===== config.mk =====
export PLATFORM = sky130hd
export DESIGN_NAME = l2_req_arbiter
export DESIGN_NICKNAME = d
export VERILOG_FILES = /design/src/rtl/l2_req_arbiter.sv
export SDC_FILE = /design/constraint.sdc
export NUM_CORES = 1
export LEC_CHECK = 0
export CORE_AREA = 2 2 344 346
export CTS_CLUSTER_SIZE = 28
export DETAILED_ROUTE_END_ITERATION = 7
export DIE_AREA = 0 0 346 348
export PLACE_DENSITY = 0.45
export SLEW_MARGIN = 20
export SYNTH_ARGS = -nofsm -noshare
export SYNTH_HDL_FRONTEND = slang
export SYNTH_SLANG_ARGS = --single-unit

===== constraint.sdc =====
create_clock -name clk_i -period 2.25 [get_ports clk_i]
set_clock_uncertainty 0.15 [all_clocks]
set_input_delay 0.45 -clock clk_i [delete_from_list [all_inputs] [get_ports clk_i]]
set_output_delay 0.45 -clock clk_i [all_outputs]
set_load 0.005 [all_outputs]

===== src/rtl/l2_req_arbiter.sv =====
// l2_req_arbiter: shares one L2 CPU-side request port between the L1 I-cache
// (port 0) and the L1 D-cache (port 1). The winning request is registered onto
// the l2_* outputs and held until l2_ready_i. The returned line is then steered
// back to the owner in the same cycle.
// Optional build macro ARB_FIXED_PRIO_EN: port 1 always wins a tie, and no
// round-robin pointer is built. When the macro is undefined, ties go to the
// port that the round-robin pointer favours.

// Per-port response steering: raises the completion pulse for the owner and
// remembers the last line delivered to this port.
module l2_rsp_port #(
  parameter int DATA_WIDTH = 128,
  parameter bit PORT_ID    = 1'b0
) (
  input  logic                  clk_i,
  input  logic                  rst_i,
  input  logic                  done_i,
  input  logic                  owner_i,
  input  logic [DATA_WIDTH-1:0] l2_data_i,
  output logic [DATA_WIDTH-1:0] rsp_data_o,
  output logic                  rsp_ready_o
);
  logic [DATA_WIDTH-1:0] last_q;

  assign rsp_ready_o = done_i && (owner_i == PORT_ID);
  assign rsp_data_o  = rsp_ready_o ? l2_data_i : last_q;

  // Keep the last line routed here so the output is stable outside the pulse
  always_ff @(posedge clk_i) begin
    if (rst_i)            last_q <= '0;
    else if (rsp_ready_o) last_q <= l2_data_i;
  end
endmodule

module l2_req_arbiter #(
  parameter int ADDR_WIDTH = 32,
  parameter int DATA_WIDTH = 128
) (
  input  logic                  clk_i,
  input  logic                  rst_i,
  input  logic [ADDR_WIDTH-1:0] req0_addr_i,
  input  logic [DATA_WIDTH-1:0] req0_data_i,
  input  logic                  req0_rw_i,
  input  logic                  req0_valid_i,
  output logic [DATA_WIDTH-1:0] rsp0_data_o,
  output logic                  rsp0_ready_o,
  input  logic [ADDR_WIDTH-1:0] req1_addr_i,
  input  logic [DATA_WIDTH-1:0] req1_data_i,
  input  logic                  req1_rw_i,
  input  logic                  req1_valid_i,
  output logic [DATA_WIDTH-1:0] rsp1_data_o,
  output logic                  rsp1_ready_o,
  output logic [ADDR_WIDTH-1:0] l2_addr_o,
  output logic [DATA_WIDTH-1:0] l2_data_o,
  output logic                  l2_rw_o,
  output logic                  l2_valid_o,
  input  logic [DATA_WIDTH-1:0] l2_data_i,
  input  logic                  l2_ready_i,
  output logic                  owner_o
);
  localparam int NUM_PORTS = 2;

  typedef enum logic [1:0] {IDLE, BUSY, DONE} state_e;
  state_e state;

  // Requests gathered into packed per-port arrays so the grant can index them
  logic [NUM_PORTS-1:0][ADDR_WIDTH-1:0] req_addr;
  logic [NUM_PORTS-1:0][DATA_WIDTH-1:0] req_data;
  logic [NUM_PORTS-1:0]                 req_rw;
  logic [NUM_PORTS-1:0]                 req_valid;
  logic [NUM_PORTS-1:0][DATA_WIDTH-1:0] rsp_data;
  logic [NUM_PORTS-1:0]                 rsp_ready;

  assign req_addr  = {req1_addr_i,  req0_addr_i};
  assign req_data  = {req1_data_i,  req0_data_i};
  assign req_rw    = {req1_rw_i,    req0_rw_i};
  assign req_valid = {req1_valid_i, req0_valid_i};

  logic gnt_any;
  logic gnt_sel;
  logic tie_sel;
  logic done;

`ifdef ARB_FIXED_PRIO_EN
  // D-cache always wins a tie; the I-cache can starve
  assign tie_sel = 1'b1;
`else
  logic rr_ptr;  // port favoured on the next tie

  assign tie_sel = rr_ptr;

  // Hand the tie to the non-owner once a transaction completes
  always_ff @(posedge clk_i) begin
    if (rst_i)                    rr_ptr <= 1'b0;
    else if (state == BUSY && l2_ready_i) rr_ptr <= ~owner_o;
  end
`endif

  // Pick a winner: a lone requester wins; a tie goes to the favoured port
  always_comb begin
    gnt_any = |req_valid;
    gnt_sel = (&req_valid) ? tie_sel : req_valid[1];
  end

  // A completion during a reset cycle is abandoned, so no pulse is issued
  assign done = (state == BUSY) && l2_ready_i && !rst_i;

  // Arbitration FSM; all l2_* outputs and the owner are registered here
  always_ff @(posedge clk_i) begin
    if (rst_i) begin
      state      <= IDLE;
      l2_valid_o <= 1'b0;
      l2_addr_o  <= '0;
      l2_data_o  <= '0;
      l2_rw_o    <= 1'b0;
      owner_o    <= 1'b0;
    end else begin
      case (state)
        IDLE: if (gnt_any) begin
          l2_addr_o  <= req_addr[gnt_sel];
          l2_data_o  <= req_data[gnt_sel];
          l2_rw_o    <= req_rw[gnt_sel];
          owner_o    <= gnt_sel;
          l2_valid_o <= 1'b1;
          state      <= BUSY;
        end
        BUSY: if (l2_ready_i) begin
          l2_valid_o <= 1'b0;
          state      <= DONE;
        end
        // Bubble cycle so the finished requester can drop valid
        DONE:    state <= IDLE;
        default: state <= IDLE;
      endcase
    end
  end

  for (genvar p = 0; p < NUM_PORTS; p++) begin : g_port
    l2_rsp_port #(
      .DATA_WIDTH(DATA_WIDTH),
      .PORT_ID   (p == 1)
    ) u_rsp (
      .clk_i      (clk_i),
      .rst_i      (rst_i),
      .done_i     (done),
      .owner_i    (owner_o),
      .l2_data_i  (l2_data_i),
      .rsp_data_o (rsp_data[p]),
      .rsp_ready_o(rsp_ready[p])
    );
  end

  assign rsp0_data_o  = rsp_data[0];
  assign rsp1_data_o  = rsp_data[1];
  assign rsp0_ready_o = rsp_ready[0];
  assign rsp1_ready_o = rsp_ready[1];
endmodule

==> results.json <==
{
  "synth.area.top_cells": "dfxtp_1 41%, mux2_4 15%, a21oi_1 10%, nand2_1 9.4%, a311oi_1 6.9%",
  "crit_path_top_delay_cell": "and4bb_4",
  "leakage_uw": 0.01478,
  "cts_buffers": 53,
  "drcViolationCount": 0,
  "routed_wl_mm": 108.1,
  "synth_seq_cells": 422,
  "fmax_mhz": 325.5,
  "use_met2": 0.2750,
  "crit_top_cell": "buf_12",
  "yosys.area.top_type_share": 0.4117,
  "critPathMaxFanout": 8,
  "rsz0062_at_grt": "true",
  "grt_remaining_overflow": 0,
  "grt_max_degree": 182,
  "crit_family": "buffers and inverters",
  "antenna_found_initial": 34,
  "finalHoldViolCount": 0,
  "die_area_um2": 120400,
  "avgSynthCellArea_um2": 8.644,
  "portBuffers": 875,
  "die_h_um": 348,
  "initial_core_util": 0.1754,
  "gp_congestion": 0.8430,
  "top_usage_layer": "met2",
  "maxCapViolations": 0,
  "clockBufferDepth": 3,
  "required_ns": 1.65,
  "setup_viol": 262,
  "num_vias": 21900,
  "start_kind": "flip-flop",
  "rows": 126,
  "ir_worst_vdd_mv": 0.4175,
  "drt_first_pass_iters": 7,
  "use_met3": 0.05308,
  "htreeDepth": 2,
  "core_um2": 117000,
  "worst_setup_path_end_kind": "output pin",
  "fin_nets": 3822,
  "drtIter0Drc": 1280,
  "area.growth.synth_to_final_pct": 69.93,
  "netlist_top_cells_count": "515 x nand2_1, 422 x dfxtp_1, 421 x a21oi_1",
  "cts.clk_slew.worst_paths_ns": 0.05,
  "worst_pin_slew_ns": 1.093,
  "hold_path_class": "primary input to flip-flop",
  "violations": "negative setup slack",
  "drive_above_1_share": 0.2553,
  "critPathArrivalTime_ns": 2.47,
  "cts.sinks": 422,
  "grt_usage": 0.1684,
  "synth-edff-count": 0,
  "final.setup.worst_slack_ns": -0.8222,
  "grt_pass1_vias": 21200,
  "met1_usage": 0.2110,
  "dp_hpwl_mm": 78.87,
  "critPathBufInv": 5,
  "detail-route-antenna-nets": 0,
  "syn-instance-count": 2374,
  "tns_ns": -172.48,
  "max_stage_delay_ns": 0.41,
  "wl_per_cell_um": 21.83,
  "synth_top_cell_by_area": "dfxtp_1",
  "synth-async-reset-ratio": 0,
  "nFillCells": 12520,
  "vias_per_cell": 4.421,
  "max_slew_margin": 0.2714,
  "die_w_um": 346,
  "yosys_warnings": 0,
  "post-synth-top-count-cell": "nand2_1",
  "fin_cells": 4953,
  "power_density_nw_per_um2": 627.2,
  "postCtsHoldBufs": 1,
  "post-place-ws_ns": -1.153,
  "synth_nets": 2829,
  "ios": 876,
  "criticalPathCategory": "flip-flop to output pin",
  "fin_crit_ns": 3.072,
  "syn_area_um2": 20520,
  "dp.cells": 4797,
  "clk_latency_ns": 0.63,
  "grt_pass1_wl_mm": 151.8,
  "slew_violations": 0,
  "synth_cell_type_count": 26,
  "ctsRootBufferMaster": "clkbuf_16",
  "min_period_over_period": 1.365,
  "outcome": "finished with violations",
  "cts_tree": "built",
  "synth-main-ff-cell": "dfxtp_1",
  "crit_chain": "and4bb_4, nand2b_4, buf_12, buf_12, buf_6, clkbuf_16, mux2_4, clkbuf_2",
  "yosysSeqAreaShare": 0.4117
}
==> state kept, by name (all words and copies together) (netlist names) <==
register             cells
g_port.u_rsp.last_q    256
l2_addr_o               32
l2_data_o              128
l2_rw_o                  1
l2_valid_o               1
owner_o                  1
rr_ptr                   1
state                    2
==> final timing paths <==
check                                    from                          end  slack [ns]  depth (start not counted)
setup / recovery                     state[1]              rsp0_data_o[53]       -0.82                          8
hold / removal                          rst_i                     state[1]        0.07                          2
setup reg to reg                     state[1]                l2_data_o[28]        0.44                          6
hold reg to reg   g_port[0].u_rsp.last_q[127]  g_port[0].u_rsp.last_q[127]        0.30                          2
==> layout by cell type, fill, tap and decap left out, drive strengths merged <==
cell type      instances
bufinv                 3
dlygate4sd2            7
or3b                   1
nand2                515
a21oi                421
nor2b                  1
diode                  9
and4bb                 2
bufbuf                 1
dlymetal6s2s          62
or2                    2
nand4bb                1
a311oi               161
clkinv                15
nand3b                 1
nand3                162
and4b                  1
mux2                 256
clkdlybuf4s50        613
o21ai                162
nor2                   4
buf                  356
inv                    7
dfxtp                422
nand2b                 2
nand4b                 1
dlygate4sd3            1
clkdlybuf4s15          3
clkinvlp               3
clkbuf               222
==> cell families (layout without fill, tap and decap cells) <==
logic type / count (synthesis) / after routing / share of synthesized area
muxes: 256 / 256 / 0.1771
other: 0 / 9 / 0
and+or+nand+nor: 693 / 693 / 0.1397
DFF: 422 / 422 / 0.4117
buffers and inverters: 259 / 1293 / 0.06061
AOI/OAI and AO/OA: 744 / 744 / 0.2109
==> routing by layer <==
metal,routed length [µm],vias to the layer above
met3,7898,163
met1,46620,10420
li1,-,10490
met4,3077,22
met5,155,-
met2,50360,795
==> worst register-to-register path, delay by kind of cell (launching register included) <==
kind | cells | cell delay, ns
buffers and inverters | 3 | 0.71
AND/OR/NAND/NOR | 1 | 0.14
flip-flops | 1 | 0.31
AO/OA/AOI/OAI | 2 | 0.38
==> cell type report <==
class	count	area, µm²	share of cell area
Inverter	3	13.76	0.0003947
Sequential cell	422	8449	0.2423
Clock inverter	25	237.7	0.006818
Multi-Input combinational cell	1693	10910	0.3129
Antenna cell	9	22.52	0.0006459
Tap cell	1536	1922	0.05512
Timing Repair Buffer	1194	11820	0.3390
Clock buffer	71	1494	0.04284
==> where the power goes <==
part | switching, µW | internal [µW]
Combinational | 2220 | 2690
Clock | 3710 | 5010
Sequential | 297 | 7960
==> metrics by stage <==
stage | cell area [µm²] | hold WS [ns] | total power, µW | util
6_report | 34870 | 0.06691 | 21870 | 0.2981
5_1_grt | 34870 | -0.002626 | 22840 | 0.2981
4_1_cts | 34630 | 0.01969 | 22200 | 0.2961
3_5_place_dp | 32920 | 0.2932 | 13360 | 0.2814
3_3_place_gp | 32920 | 0.2890 | 13360 | 0.2814
2_1_floorplan | 20520 | 0.2829 | 10080 | -
==> what timing repair did <==
item	4_1_cts	5_1_grt
endpoints found under the hold margin	4	1
pin swaps	0	1
gates cloned	2	5
gates resized for setup	221	489
setup buffers	5	41
setup endpoints to repair	267	266
(Power assumes the default switching activity.)
